<file path="src/rtl/issue_scoreboard_pkg.sv">
// Shared CPU definitions for the issue scoreboard: RV32 major opcodes,
// mul/div sequencer state encoding and source-operand usage helpers.
package issue_scoreboard_pkg;

  // Instruction bits [6:2] of the major opcodes the hazard logic cares about.
  localparam logic [4:0] OPC_LOAD   = 5'b00000;
  localparam logic [4:0] OPC_STORE  = 5'b01000;
  localparam logic [4:0] OPC_OP     = 5'b01100;
  localparam logic [4:0] OPC_BRANCH = 5'b11000;
  localparam logic [4:0] OPC_LUI    = 5'b01101;
  localparam logic [4:0] OPC_AUIPC  = 5'b00101;
  localparam logic [4:0] OPC_JAL    = 5'b11011;

  // Mul/div sequencer states.
  typedef enum logic [1:0] {
    MD_IDLE = 2'd0,
    MD_BUSY = 2'd1,
    MD_DONE = 2'd2
  } md_state_e;

  // rs1 is read by everything except the upper-immediate forms and JAL.
  function automatic logic rs1_used(input logic [4:0] opcode);
    return !((opcode == OPC_LUI) || (opcode == OPC_AUIPC) || (opcode == OPC_JAL));
  endfunction

  // rs2 is read only by register-register ALU ops, stores and branches.
  function automatic logic rs2_used(input logic [4:0] opcode);
    return (opcode == OPC_OP) || (opcode == OPC_STORE) || (opcode == OPC_BRANCH);
  endfunction

endpackage

</file>
<file path="src/rtl/issue_scoreboard_if.sv">
// Decode/writeback bundle between the decode stage and the issue scoreboard.
//
// Handshake: id_valid is the offer and id_issue the accept. An instruction
// leaves decode on exactly the cycles where id_issue is high; while id_stall
// is high decode must hold every id_* field stable. An illegal instruction
// (id_illegal) is never accepted and never stalls; decode disposes of it.
// wb_valid is a one-cycle event with no back-pressure.
interface issue_scoreboard_if;
  import issue_scoreboard_pkg::*;

  logic        id_valid;
  logic [4:0]  id_opcode;
  logic [2:0]  id_func3;
  logic        id_func7_mul;
  logic [1:0]  id_last2;
  logic [4:0]  id_rs1_index;
  logic [4:0]  id_rs2_index;
  logic [4:0]  id_rd_index;
  logic        wb_valid;
  logic [4:0]  wb_rd_index;

  logic        id_issue;
  logic        id_stall;
  logic        id_illegal;
  logic        md_start;
  logic        md_is_div;
  logic        md_busy;
  logic        md_done;

  // Observability: registered pending vector and sequencer state.
  logic [31:0] dbg_pending;
  md_state_e   dbg_md_state;

  modport master (
    output id_valid, id_opcode, id_func3, id_func7_mul, id_last2,
           id_rs1_index, id_rs2_index, id_rd_index, wb_valid, wb_rd_index,
    input  id_issue, id_stall, id_illegal, md_start, md_is_div, md_busy,
           md_done, dbg_pending, dbg_md_state
  );

  modport slave (
    input  id_valid, id_opcode, id_func3, id_func7_mul, id_last2,
           id_rs1_index, id_rs2_index, id_rd_index, wb_valid, wb_rd_index,
    output id_issue, id_stall, id_illegal, md_start, md_is_div, md_busy,
           md_done, dbg_pending, dbg_md_state
  );

endinterface

</file>
<file path="src/rtl/issue_scoreboard_md_seq.sv">
// Mul/div sequencer: tracks the fixed execute latency of the single
// multi-cycle mul/div unit. IDLE -> BUSY on start, BUSY counts down to zero,
// then one DONE cycle which may immediately accept the next start.
module md_seq
  import issue_scoreboard_pkg::*;
#(
  parameter int MUL_CYCLES = 2,
  parameter int DIV_CYCLES = 33
) (
  input  logic      clk,
  input  logic      rst,
  input  logic      start,
  input  logic      start_div,
  output logic      busy,
  output logic      done,
  output logic      is_div,
  output md_state_e state
);

  localparam int MAX_CYC = (DIV_CYCLES > MUL_CYCLES) ? DIV_CYCLES : MUL_CYCLES;
  // Counter holds at most MAX_CYC-1.
  localparam int CNT_W   = (MAX_CYC > 1) ? $clog2(MAX_CYC) : 1;
  localparam logic [CNT_W-1:0] DIV_LOAD = CNT_W'(DIV_CYCLES - 1);
  localparam logic [CNT_W-1:0] MUL_LOAD = CNT_W'(MUL_CYCLES - 1);

  md_state_e        state_q, state_d;
  logic [CNT_W-1:0] cnt_q, cnt_d;
  logic             is_div_q, is_div_d;

  // State, countdown and op-kind registers; reset drops any in-flight op.
  always_ff @(posedge clk or posedge rst) begin
    if (rst) begin
      state_q  <= MD_IDLE;
      cnt_q    <= '0;
      is_div_q <= 1'b0;
    end else begin
      state_q  <= state_d;
      cnt_q    <= cnt_d;
      is_div_q <= is_div_d;
    end
  end

  // Next-state and countdown; a start in DONE chains straight into BUSY.
  always_comb begin
    state_d  = state_q;
    cnt_d    = cnt_q;
    is_div_d = is_div_q;
    case (state_q)
      MD_IDLE, MD_DONE: begin
        if (start) begin
          state_d  = MD_BUSY;
          cnt_d    = start_div ? DIV_LOAD : MUL_LOAD;
          is_div_d = start_div;
        end else begin
          state_d  = MD_IDLE;
        end
      end
      MD_BUSY: begin
        if (cnt_q == '0) begin
          state_d = MD_DONE;
        end else begin
          cnt_d   = cnt_q - CNT_W'(1);
        end
      end
      default: state_d = MD_IDLE;
    endcase
  end

  // Status outputs decoded from the registered state.
  always_comb begin
    busy   = (state_q != MD_IDLE);
    done   = (state_q == MD_DONE);
    is_div = is_div_q;
    state  = state_q;
  end

endmodule

</file>
<file path="src/rtl/issue_scoreboard.sv">
// Issue scoreboard: holds decode on RAW/WAW hazards against long-latency
// destinations (loads and M-ops) and on a busy mul/div unit, and tracks
// which registers still await a long-latency writeback.
module issue_scoreboard
  import issue_scoreboard_pkg::*;
#(
  parameter int MUL_CYCLES = 2,
  parameter int DIV_CYCLES = 33
) (
  input  logic               clk,
  input  logic               rst,
  issue_scoreboard_if.slave  sb
);

  logic [31:0] pending_q, pending_d;
  logic        is_mop, is_div_op, is_long, illegal, legal;
  logic        raw_hazard, waw_hazard, md_hazard;
  logic        stall, issue, start;
  logic        md_busy, md_done, md_is_div;
  md_state_e   md_state;

  // Instruction classification and hazard detection from registered pending
  // state only; a same-cycle writeback does not release a stall.
  always_comb begin
    is_mop     = (sb.id_opcode == OPC_OP) && sb.id_func7_mul;
    is_div_op  = is_mop && sb.id_func3[2];
    is_long    = (sb.id_opcode == OPC_LOAD) || is_mop;
    illegal    = sb.id_valid && (sb.id_last2 != 2'b11);
    legal      = sb.id_valid && !illegal;
    raw_hazard = (rs1_used(sb.id_opcode) && pending_q[sb.id_rs1_index]) ||
                 (rs2_used(sb.id_opcode) && pending_q[sb.id_rs2_index]);
    waw_hazard = is_long && pending_q[sb.id_rd_index];
    md_hazard  = is_mop && (md_state == MD_BUSY);
    stall      = legal && (raw_hazard || waw_hazard || md_hazard);
    issue      = legal && !stall;
    start      = issue && is_mop;
  end

  // Pending update: writeback clears first so a same-index issue wins.
  always_comb begin
    pending_d = pending_q;
    if (sb.wb_valid) begin
      pending_d[sb.wb_rd_index] = 1'b0;
    end
    if (issue && is_long && (sb.id_rd_index != 5'd0)) begin
      pending_d[sb.id_rd_index] = 1'b1;
    end
    pending_d[0] = 1'b0;
  end

  // Pending register; cleared asynchronously with no regard to in-flight ops.
  always_ff @(posedge clk or posedge rst) begin
    if (rst) begin
      pending_q <= '0;
    end else begin
      pending_q <= pending_d;
    end
  end

  md_seq #(
    .MUL_CYCLES (MUL_CYCLES),
    .DIV_CYCLES (DIV_CYCLES)
  ) u_md_seq (
    .clk       (clk),
    .rst       (rst),
    .start     (start),
    .start_div (is_div_op),
    .busy      (md_busy),
    .done      (md_done),
    .is_div    (md_is_div),
    .state     (md_state)
  );

  assign sb.id_issue     = issue;
  assign sb.id_stall     = stall;
  assign sb.id_illegal   = illegal;
  assign sb.md_start     = start;
  assign sb.md_is_div    = md_is_div;
  assign sb.md_busy      = md_busy;
  assign sb.md_done      = md_done;
  assign sb.dbg_pending  = pending_q;
  assign sb.dbg_md_state = md_state;

endmodule

</file>
<file path="src/flat_wrapper.sv">
// flat-port wrapper written by rule: the top's interface ports become plain ports
module issue_scoreboard_flat import issue_scoreboard_pkg::*;
#(
  parameter int MUL_CYCLES = 2,
  parameter int DIV_CYCLES = 33
)
  (clk, rst, sb_id_valid, sb_id_opcode, sb_id_func3, sb_id_func7_mul, sb_id_last2, sb_id_rs1_index, sb_id_rs2_index, sb_id_rd_index, sb_wb_valid, sb_wb_rd_index, sb_id_issue, sb_id_stall, sb_id_illegal, sb_md_start, sb_md_is_div, sb_md_busy, sb_md_done, sb_dbg_pending, sb_dbg_md_state);
  issue_scoreboard_if sb_i ();
  input  logic clk;
  input  logic rst;
  input wire logic [$bits(sb_i.id_valid)-1:0] sb_id_valid;
  input wire logic [$bits(sb_i.id_opcode)-1:0] sb_id_opcode;
  input wire logic [$bits(sb_i.id_func3)-1:0] sb_id_func3;
  input wire logic [$bits(sb_i.id_func7_mul)-1:0] sb_id_func7_mul;
  input wire logic [$bits(sb_i.id_last2)-1:0] sb_id_last2;
  input wire logic [$bits(sb_i.id_rs1_index)-1:0] sb_id_rs1_index;
  input wire logic [$bits(sb_i.id_rs2_index)-1:0] sb_id_rs2_index;
  input wire logic [$bits(sb_i.id_rd_index)-1:0] sb_id_rd_index;
  input wire logic [$bits(sb_i.wb_valid)-1:0] sb_wb_valid;
  input wire logic [$bits(sb_i.wb_rd_index)-1:0] sb_wb_rd_index;
  output wire logic [$bits(sb_i.id_issue)-1:0] sb_id_issue;
  output wire logic [$bits(sb_i.id_stall)-1:0] sb_id_stall;
  output wire logic [$bits(sb_i.id_illegal)-1:0] sb_id_illegal;
  output wire logic [$bits(sb_i.md_start)-1:0] sb_md_start;
  output wire logic [$bits(sb_i.md_is_div)-1:0] sb_md_is_div;
  output wire logic [$bits(sb_i.md_busy)-1:0] sb_md_busy;
  output wire logic [$bits(sb_i.md_done)-1:0] sb_md_done;
  output wire logic [$bits(sb_i.dbg_pending)-1:0] sb_dbg_pending;
  output wire logic [$bits(sb_i.dbg_md_state)-1:0] sb_dbg_md_state;
  assign sb_i.id_valid = sb_id_valid;
  assign sb_i.id_opcode = sb_id_opcode;
  assign sb_i.id_func3 = sb_id_func3;
  assign sb_i.id_func7_mul = sb_id_func7_mul;
  assign sb_i.id_last2 = sb_id_last2;
  assign sb_i.id_rs1_index = sb_id_rs1_index;
  assign sb_i.id_rs2_index = sb_id_rs2_index;
  assign sb_i.id_rd_index = sb_id_rd_index;
  assign sb_i.wb_valid = sb_wb_valid;
  assign sb_i.wb_rd_index = sb_wb_rd_index;
  assign sb_id_issue = sb_i.id_issue;
  assign sb_id_stall = sb_i.id_stall;
  assign sb_id_illegal = sb_i.id_illegal;
  assign sb_md_start = sb_i.md_start;
  assign sb_md_is_div = sb_i.md_is_div;
  assign sb_md_busy = sb_i.md_busy;
  assign sb_md_done = sb_i.md_done;
  assign sb_dbg_pending = sb_i.dbg_pending;
  assign sb_dbg_md_state = sb_i.dbg_md_state;
  issue_scoreboard #(.MUL_CYCLES(MUL_CYCLES), .DIV_CYCLES(DIV_CYCLES)) u_core (.clk(clk), .rst(rst), .sb(sb_i));
endmodule
</file>
<file path="config.mk">
export PLATFORM = sky130hd
export DESIGN_NAME = issue_scoreboard_flat
export DESIGN_NICKNAME = d
export VERILOG_FILES = /design/src/rtl/issue_scoreboard_pkg.sv /design/src/rtl/issue_scoreboard_if.sv /design/src/rtl/issue_scoreboard_md_seq.sv /design/src/rtl/issue_scoreboard.sv /design/src/flat_wrapper.sv
export SDC_FILE = /design/constraint.sdc
export NUM_CORES = 1
export LEC_CHECK = 0
export BUFFER_PORTS_ARGS = -buffer_cell sky130_fd_sc_hd__buf_2
export CORE_ASPECT_RATIO = 0.8
export CORE_MARGIN = 3
export CORE_UTILIZATION = 35
export CTS_BUF_LIST = sky130_fd_sc_hd__clkbuf_4 sky130_fd_sc_hd__clkbuf_8
export DETAILED_ROUTE_END_ITERATION = 8
export PLACE_DENSITY = 0.53
export SLEW_MARGIN = 20
export SYNTH_ARGS = -nofsm -noshare
export SYNTH_HDL_FRONTEND = slang
export SYNTH_HIERARCHICAL = 1
export SYNTH_SLANG_ARGS = --single-unit
</file>
<file path="constraint.sdc">
create_clock -name clk -period 4.2 [get_ports clk]
set_clock_uncertainty 0.15 [all_clocks]
set_input_delay 0.84 -clock clk [delete_from_list [all_inputs] [get_ports clk]]
set_output_delay 0.84 -clock clk [all_outputs]
set_load 0.1 [all_outputs]
</file>
# Yosys cells after proc, flatten, opt, wreduce, memory -nomap -nowiden

Cells that the tools add are included.

Flip-flop bits (word level): 40
Latch bits: 0
Memory bits (writable): 0
Memory bits (read-only): 0
Input bits: 35
Memories: 0

Add/sub/neg operators: 1
Multiply operators: 0
Div/mod/pow operators: 0
Magnitude comparators: 6
Eq/ne operators: 12
Shift operators: 0
Multiplexer cells: 19
Bitwise operators: 3
Reduce and logical (&&, ||, !) cells: 35

Operator list:

| cell                                                              | number |
|---|---|
| two-way mux 32 bit                                                | 2 |
| AND 32 bit                                                        | 1 |
| NOT 32 bit                                                        | 1 |
| bitwise OR 32 bit                                                 | 1 |
| < comparator 5 x 6 -> 1 bit, second input constant                | 4 |
| two-way mux 6 bit                                                 | 3 |
| binary-select mux 1 bit (select 5 bit)                            | 3 |
| equality test 5 x 4 -> 1 bit, second input constant               | 3 |
| logical AND 1 bit                                                 | 15 |
| case mux 6 bit (2 select lines)                                   | 1 |
| demux 1 bit (select 5 bit)                                        | 2 |
| equality test 5 bit, second input constant                        | 2 |
| greater-or-equal comparator 5 x 1 -> 1 bit, second input constant | 2 |
| logical OR 1 bit                                                  | 8 |
| != test 2 bit, second input constant                              | 4 |
| logical NOT 6 bit                                                 | 1 |
| two-way mux 1 bit                                                 | 6 |
| subtractor 6 x 1 -> 6 bit, second input constant                  | 1 |
| equality test 5 x 3 -> 1 bit, second input constant               | 1 |
| logical NOT 5 bit                                                 | 1 |
| nonzero test 5 bit                                                | 1 |
| case mux 2 bit (2 select lines)                                   | 1 |
| nonzero test 2 bit                                                | 2 |
| logical NOT 1 bit                                                 | 3 |
| 7 further kinds                                                   | 7 |

# Logic depth before layout (Yosys ltp)

Word-level depth: 14
Gate-level depth with buffers: 11

# Cells and area by module

The synthesis kept the hierarchy.

Modules (own cells, without submodules):

| module           | instances | cells each | area each (um2) | seq. area each (um2) |
|---|---|---|---|---|
| issue_scoreboard | 1         | 235        | 2522.4          | 775.7 |
| md_seq           | 1         | 64         | 588.1           | 225.2 |

# Least setup slack after synthesis

No wires, ideal clock.

Kind: in2reg
Start: input sb_id_rs1_index[1]
End: register u_core.u_md_seq.cnt_q[0]
Setup time: 0.127 ns
Arrival: 6.133 ns
Required time: 3.923 ns
Setup slack: -2.210 ns
Stages on the path: 10
Path buffers: 1
Path through: buf_4 -> mux4_2 -> mux2_2 -> o21ai_0 -> a31o_2 -> o211ai_1 -> nor4_1 -> and2_1 -> o31ai_1 -> a311o_2

Cells in the longest elaborated chain, start to end: 12

Ends and longest elaborated chain:

| what                                    | line                          | source |
|---|---|---|
| start, declared                         | flat_wrapper.sv:16            | `input wire logic [$bits(sb_i.id_rs1_index)-1:0] sb_id_rs1_index;` |
| binary-select mux 1 bit (select 5 bit)  | issue_scoreboard.sv:30        | `raw_hazard = (rs1_used(sb.id_opcode) && pending_q[sb.id_rs1_index]) \|\|` |
| two-way mux 1 bit (not written as such) | issue_scoreboard.sv:30        |  |
| logical AND 1 bit                       | issue_scoreboard.sv:30        |  |
| logical OR 1 bit                        | issue_scoreboard.sv:30        |  |
| logical OR 1 bit (2 in a row)           | issue_scoreboard.sv:34        | `stall = legal && (raw_hazard \|\| waw_hazard \|\| md_hazard);` |
| logical AND 1 bit                       | issue_scoreboard.sv:34        |  |
| logical NOT 1 bit                       | issue_scoreboard.sv:35        | `issue = legal && !stall;` |
| logical AND 1 bit                       | issue_scoreboard.sv:35        |  |
| logical AND 1 bit                       | issue_scoreboard.sv:36        | `start = issue && is_mop;` |
| net sb_md_start                         | flat_wrapper.sv:24            | `output wire logic [$bits(sb_i.md_start)-1:0] sb_md_start;` |
| != test 2 bit (no line)                 | --                            |  |
| AND reduction 3 bit (no line)           | --                            |  |
| end signal, assigned                    | issue_scoreboard_md_seq.sv:38 | `cnt_q <= cnt_d;` |
| end, declared                           | issue_scoreboard_md_seq.sv:27 | `logic [CNT_W-1:0] cnt_q, cnt_d;` |

The timed path passes the listed nets, and every way through them passes these cells. The select of a mux whose other input is x is not followed.
A chain may end at the register's enable or synchronous reset.

# Worst setup path after layout

Start: input sb_id_rd_index[3]
End: output sb_id_stall

Cells in the longest elaborated chain, start to end: 6

Ends and longest elaborated chain:

| what                                    | line                   | source |
|---|---|---|
| start, declared                         | flat_wrapper.sv:18     | `input wire logic [$bits(sb_i.id_rd_index)-1:0] sb_id_rd_index;` |
| binary-select mux 1 bit (select 5 bit)  | issue_scoreboard.sv:32 | `waw_hazard = is_long && pending_q[sb.id_rd_index];` |
| two-way mux 1 bit (not written as such) | issue_scoreboard.sv:32 |  |
| logical AND 1 bit                       | issue_scoreboard.sv:32 |  |
| logical OR 1 bit (2 in a row)           | issue_scoreboard.sv:34 |  |
| logical AND 1 bit                       | issue_scoreboard.sv:34 |  |
| end, declared                           | flat_wrapper.sv:22     | `output wire logic [$bits(sb_i.id_stall)-1:0] sb_id_stall;` |

No other way between the ends. The select of a mux whose other input is x is not followed.

==> flow_metrics.py <==
metrics = {
    "outcome": {
        "status": "finished, final reports clean",
    },
    "critical_path": {
        "crit_buf_inv": 3,
        "critPathTopFamily": "compound AO/OA/AOI/OAI gates",
        "slowest_stage": "or3b_2",
        "crit_path_end_kind": "output pin",
        "arrival_ps": 3090,
        "start_kind": "primary input",
        "path_cells": "buf_2 -> or3b_2 -> o32ai_1 -> a221o_2 -> nor4_4 -> o211ai_1 -> buf_4 -> nor2b_4 -> buf_12",
        "cp_data_required_time_ps": 3210,
        "cp_max_fo": 10,
        "critPathKind": "primary input to output pin",
        "cp_slowest_stage_delay_ps": 540,
    },
    "route": {
        "vias_per_cell": 5.92,
        "routedWlPerCell_um": 20.1,
        "drc": 0,
        "vias": 2836,
        "drt_iter0_drc": 171,
        "drt_pass1_iterations": 4,
        "ant_nets": 0,
        "drt_wl_total_mm": 9.62,
    },
    "cells_and_area": {
        "final_nets": 403,
        "n_antenna_cell": 0,
        "syn_to_final_growth_pct": 20.0,
        "final_util": 0.436,
        "fill_cells": 854,
        "layout_common_cells": "buf_2, dfrtp_1, o21ai_0",
        "fin_cells": 479,
        "drive_gt1_frac": 0.403,
        "layout_commonest_cell": "buf_2",
    },
    "grt": {
        "use_met3": 0.0516,
        "grt_pass1_wl_mm": 15.3,
        "grt_overflow": 0,
        "use_met1": 0.297,
        "use_met2": 0.255,
        "top_usage_layer": "met1",
        "grt_pass1_vias": 2659,
        "grt_max_degree": 32,
        "grt_antenna_before_repair": 0,
        "grt_use_total": 0.190,
    },
    "logic_synthesis": {
        "synth-xor-area-share": 0,
        "avgSynthCellArea_um2": 10.4,
        "syn_nets": 336,
        "synth_top_family_by_area": "compound AO/OA/AOI/OAI gates",
        "synthMuxAreaShare": 0.192,
        "syn_area_mm2": 0.00311,
        "synthAdderAreaFrac": 0.00805,
        "yosysUniqueCellTypes": 59,
        "ys_ff_latch": 40,
        "synth-async-reset-ratio": 1.00,
        "synth_compound_area_frac": 0.217,
        "yosys_most_used_dff": "dfrtp_1",
        "synthCells": 299,
        "synth_simple_gate_area_share": 0.189,
        "yosys_warnings": 6,
        "synth_edf_count": 0,
        "seq_area_frac_synth": 0.322,
    },
    "sta": {
        "hold_viol_final": 0,
        "finalSetupTns_ps": 0,
        "clock.fmax_mhz": 245,
        "post-route-min-period_ps": 4080,
        "drv_slew": 0,
        "fin_crit_sh": 0.972,
        "tightestPinTransition_ps": 597,
        "setup_viol": 0,
        "slew-limit-headroom": 0.601,
    },
    "power": {
        "p_sw_frac": 0.274,
        "vdd_drop_max_mv": 0.127,
        "power.internal_mw": 0.645,
        "power.share.clock": 0.393,
        "p_seq_frac": 0.437,
        "p_comb_frac": 0.170,
        "p_leak_nw": 1.62,
        "power_density_mw_per_mm2": 238,
        "p_sw_mw": 0.244,
    },
    "clock_network": {
        "cts_tree": "yes",
        "root_buffer": "clkbuf_8",
        "insertion_delay_ps": 300,
        "cts_max_path_buffers": 2,
        "numCtsBuffers": 5,
        "clk_pin_slew_ps": 70,
        "cts_sinks": 40,
        "htreeDepth": 2,
    },
    "placement": {
        "io_buffer_count": 72,
        "gp_congestion": 0.807,
        "dp_hpwl_mm": 7.13,
        "placedCellCount": 467,
    },
    "die": {
        "num_rows": 30,
        "io-pin-count": 76,
        "die_area_mm2": 0.0101,
        "start_util": 0.363,
        "die_w_um": 111,
        "die_h_um": 90.3,
        "core_mm2": 0.00856,
    },
    "job": {
        "cap_violations": 0,
    },
    "hold_path": {
        "hp-class": "register to register",
    },
}
==> state kept, by name, summed over array words and instances (netlist names) <==
register / flops
u_core/sb.dbg_pending: 31
u_core/u_md_seq/is_div: 1
u_core/u_md_seq/cnt_q: 6
u_core/u_md_seq/state: 2
==> cells by family (layout without fill, tap and decap cells) <==
family	Yosys count	count (layout)
compound gates	93	93
simple gates	88	88
other cells	1	1
fa+ha+maj	2	2
buf+inv	35	103
flops	40	40
mux	40	40
==> per-layer routing <==
layer / part of all wire / routed length, um
met4: 0.015 / 144
met2: 0.42 / 3990
met1: 0.48 / 4640
met3: 0.088 / 847
met5: 0 / 0
==> metrics by stage <==
step	hold WS, ps	setup slack [ps]	power (mW)	area [um^2]
2_1_floorplan	369	-174	0.496	3140
3_3_place_gp	335	95.7	0.540	3560
3_5_place_dp	340	65.7	0.541	3560
4_1_cts	358	58.6	0.893	3680
5_1_grt	395	-2.19	0.931	3730
6_report	350	118	0.890	3730
==> Yosys cell counts (3+ instances only) <==
cell       number  area [um^2]
mux4_2         14          315
mux2_2          4         45.0
nor2_1          9         33.8
inv_1          11         41.3
nand4_1         4         25.0
o211ai_1        4         30.0
buf_6           9          101
nor3b_1         4         30.0
or3b_2          6         52.6
dfrtp_1        40         1000
nand3b_1        8         60.1
mux2i_1        21          210
nand2_1         8         30.0
nor2b_1         3         18.8
a21oi_1         3         15.0
and2b_2         3         26.3
nand3_1        10         50.1
buf_2           5         25.0
o31ai_2         8          100
nand2b_1        4         25.0
o21ai_0        35          175
clkbuf_1        5         18.8
nor3_1          8         40.0
o31ai_1        24          180
a2111oi_0       3         26.3
nor4_1          3         18.8
==> final timing paths <==
| kind | end | slack (ps) | start | cells past startpoint |
|---|---|---|---|---|
| max in group asynchronous | u_core/sb.dbg_pending[26] | 3110 | rst | 3 |
| min | u_core/u_md_seq/is_div | 350 | u_core/u_md_seq/is_div | 1 |
| max reg2reg | u_core/u_md_seq/cnt_q[0] | 940 | u_core/u_md_seq/state[1] | 10 |
| min reg2reg | u_core/u_md_seq/is_div | 350 | u_core/u_md_seq/is_div | 1 |
| max | sb_id_stall | 120 | sb_id_rd_index[3] | 9 |
| min in group asynchronous | u_core/u_md_seq/cnt_q[4] | 370 | rst | 2 |
==> worst register-to-register path, stage by stage, from the launching register on <==
cell	delay, ps
dfrtp_1	540
and2b_2	270
a221o_2	400
nor4_4	310
o211ai_1	230
nor4_4	390
buf_4	170
buf_4	120
and2_1	170
o31ai_1	90
a311o_2	300
==> power by group through the flow <==
stage | Combinational (mW) | Clock [mW] | Sequential (mW)
after detailed placement | 0.145 | 0 | 0.396
after CTS | 0.145 | 0.359 | 0.389
final | 0.151 | 0.350 | 0.389
after global placement | 0.144 | 0 | 0.396
after global routing | 0.162 | 0.380 | 0.389
after floorplan | 0.0885 | 0 | 0.408
==> repair_timing <==
action / in CTS / in global routing
setup endpoints to repair: 0 / 2
buffers inserted: 0 / 4
hold buffers: 0 / 0
resized for setup: 0 / 8
==> cell type report <==
cell class,count,area (um^2),share of cell area
timing repair buffer,83,503,0.135
clock inverter,1,30.0,0.00805
clock buffer,7,96.3,0.0258
sequential,40,1000,0.268
inverter,12,45.0,0.0121
tap,112,140,0.0376
multi-input combinational,224,1920,0.513
No activity file was read; power rests on OpenSTA's default activity.
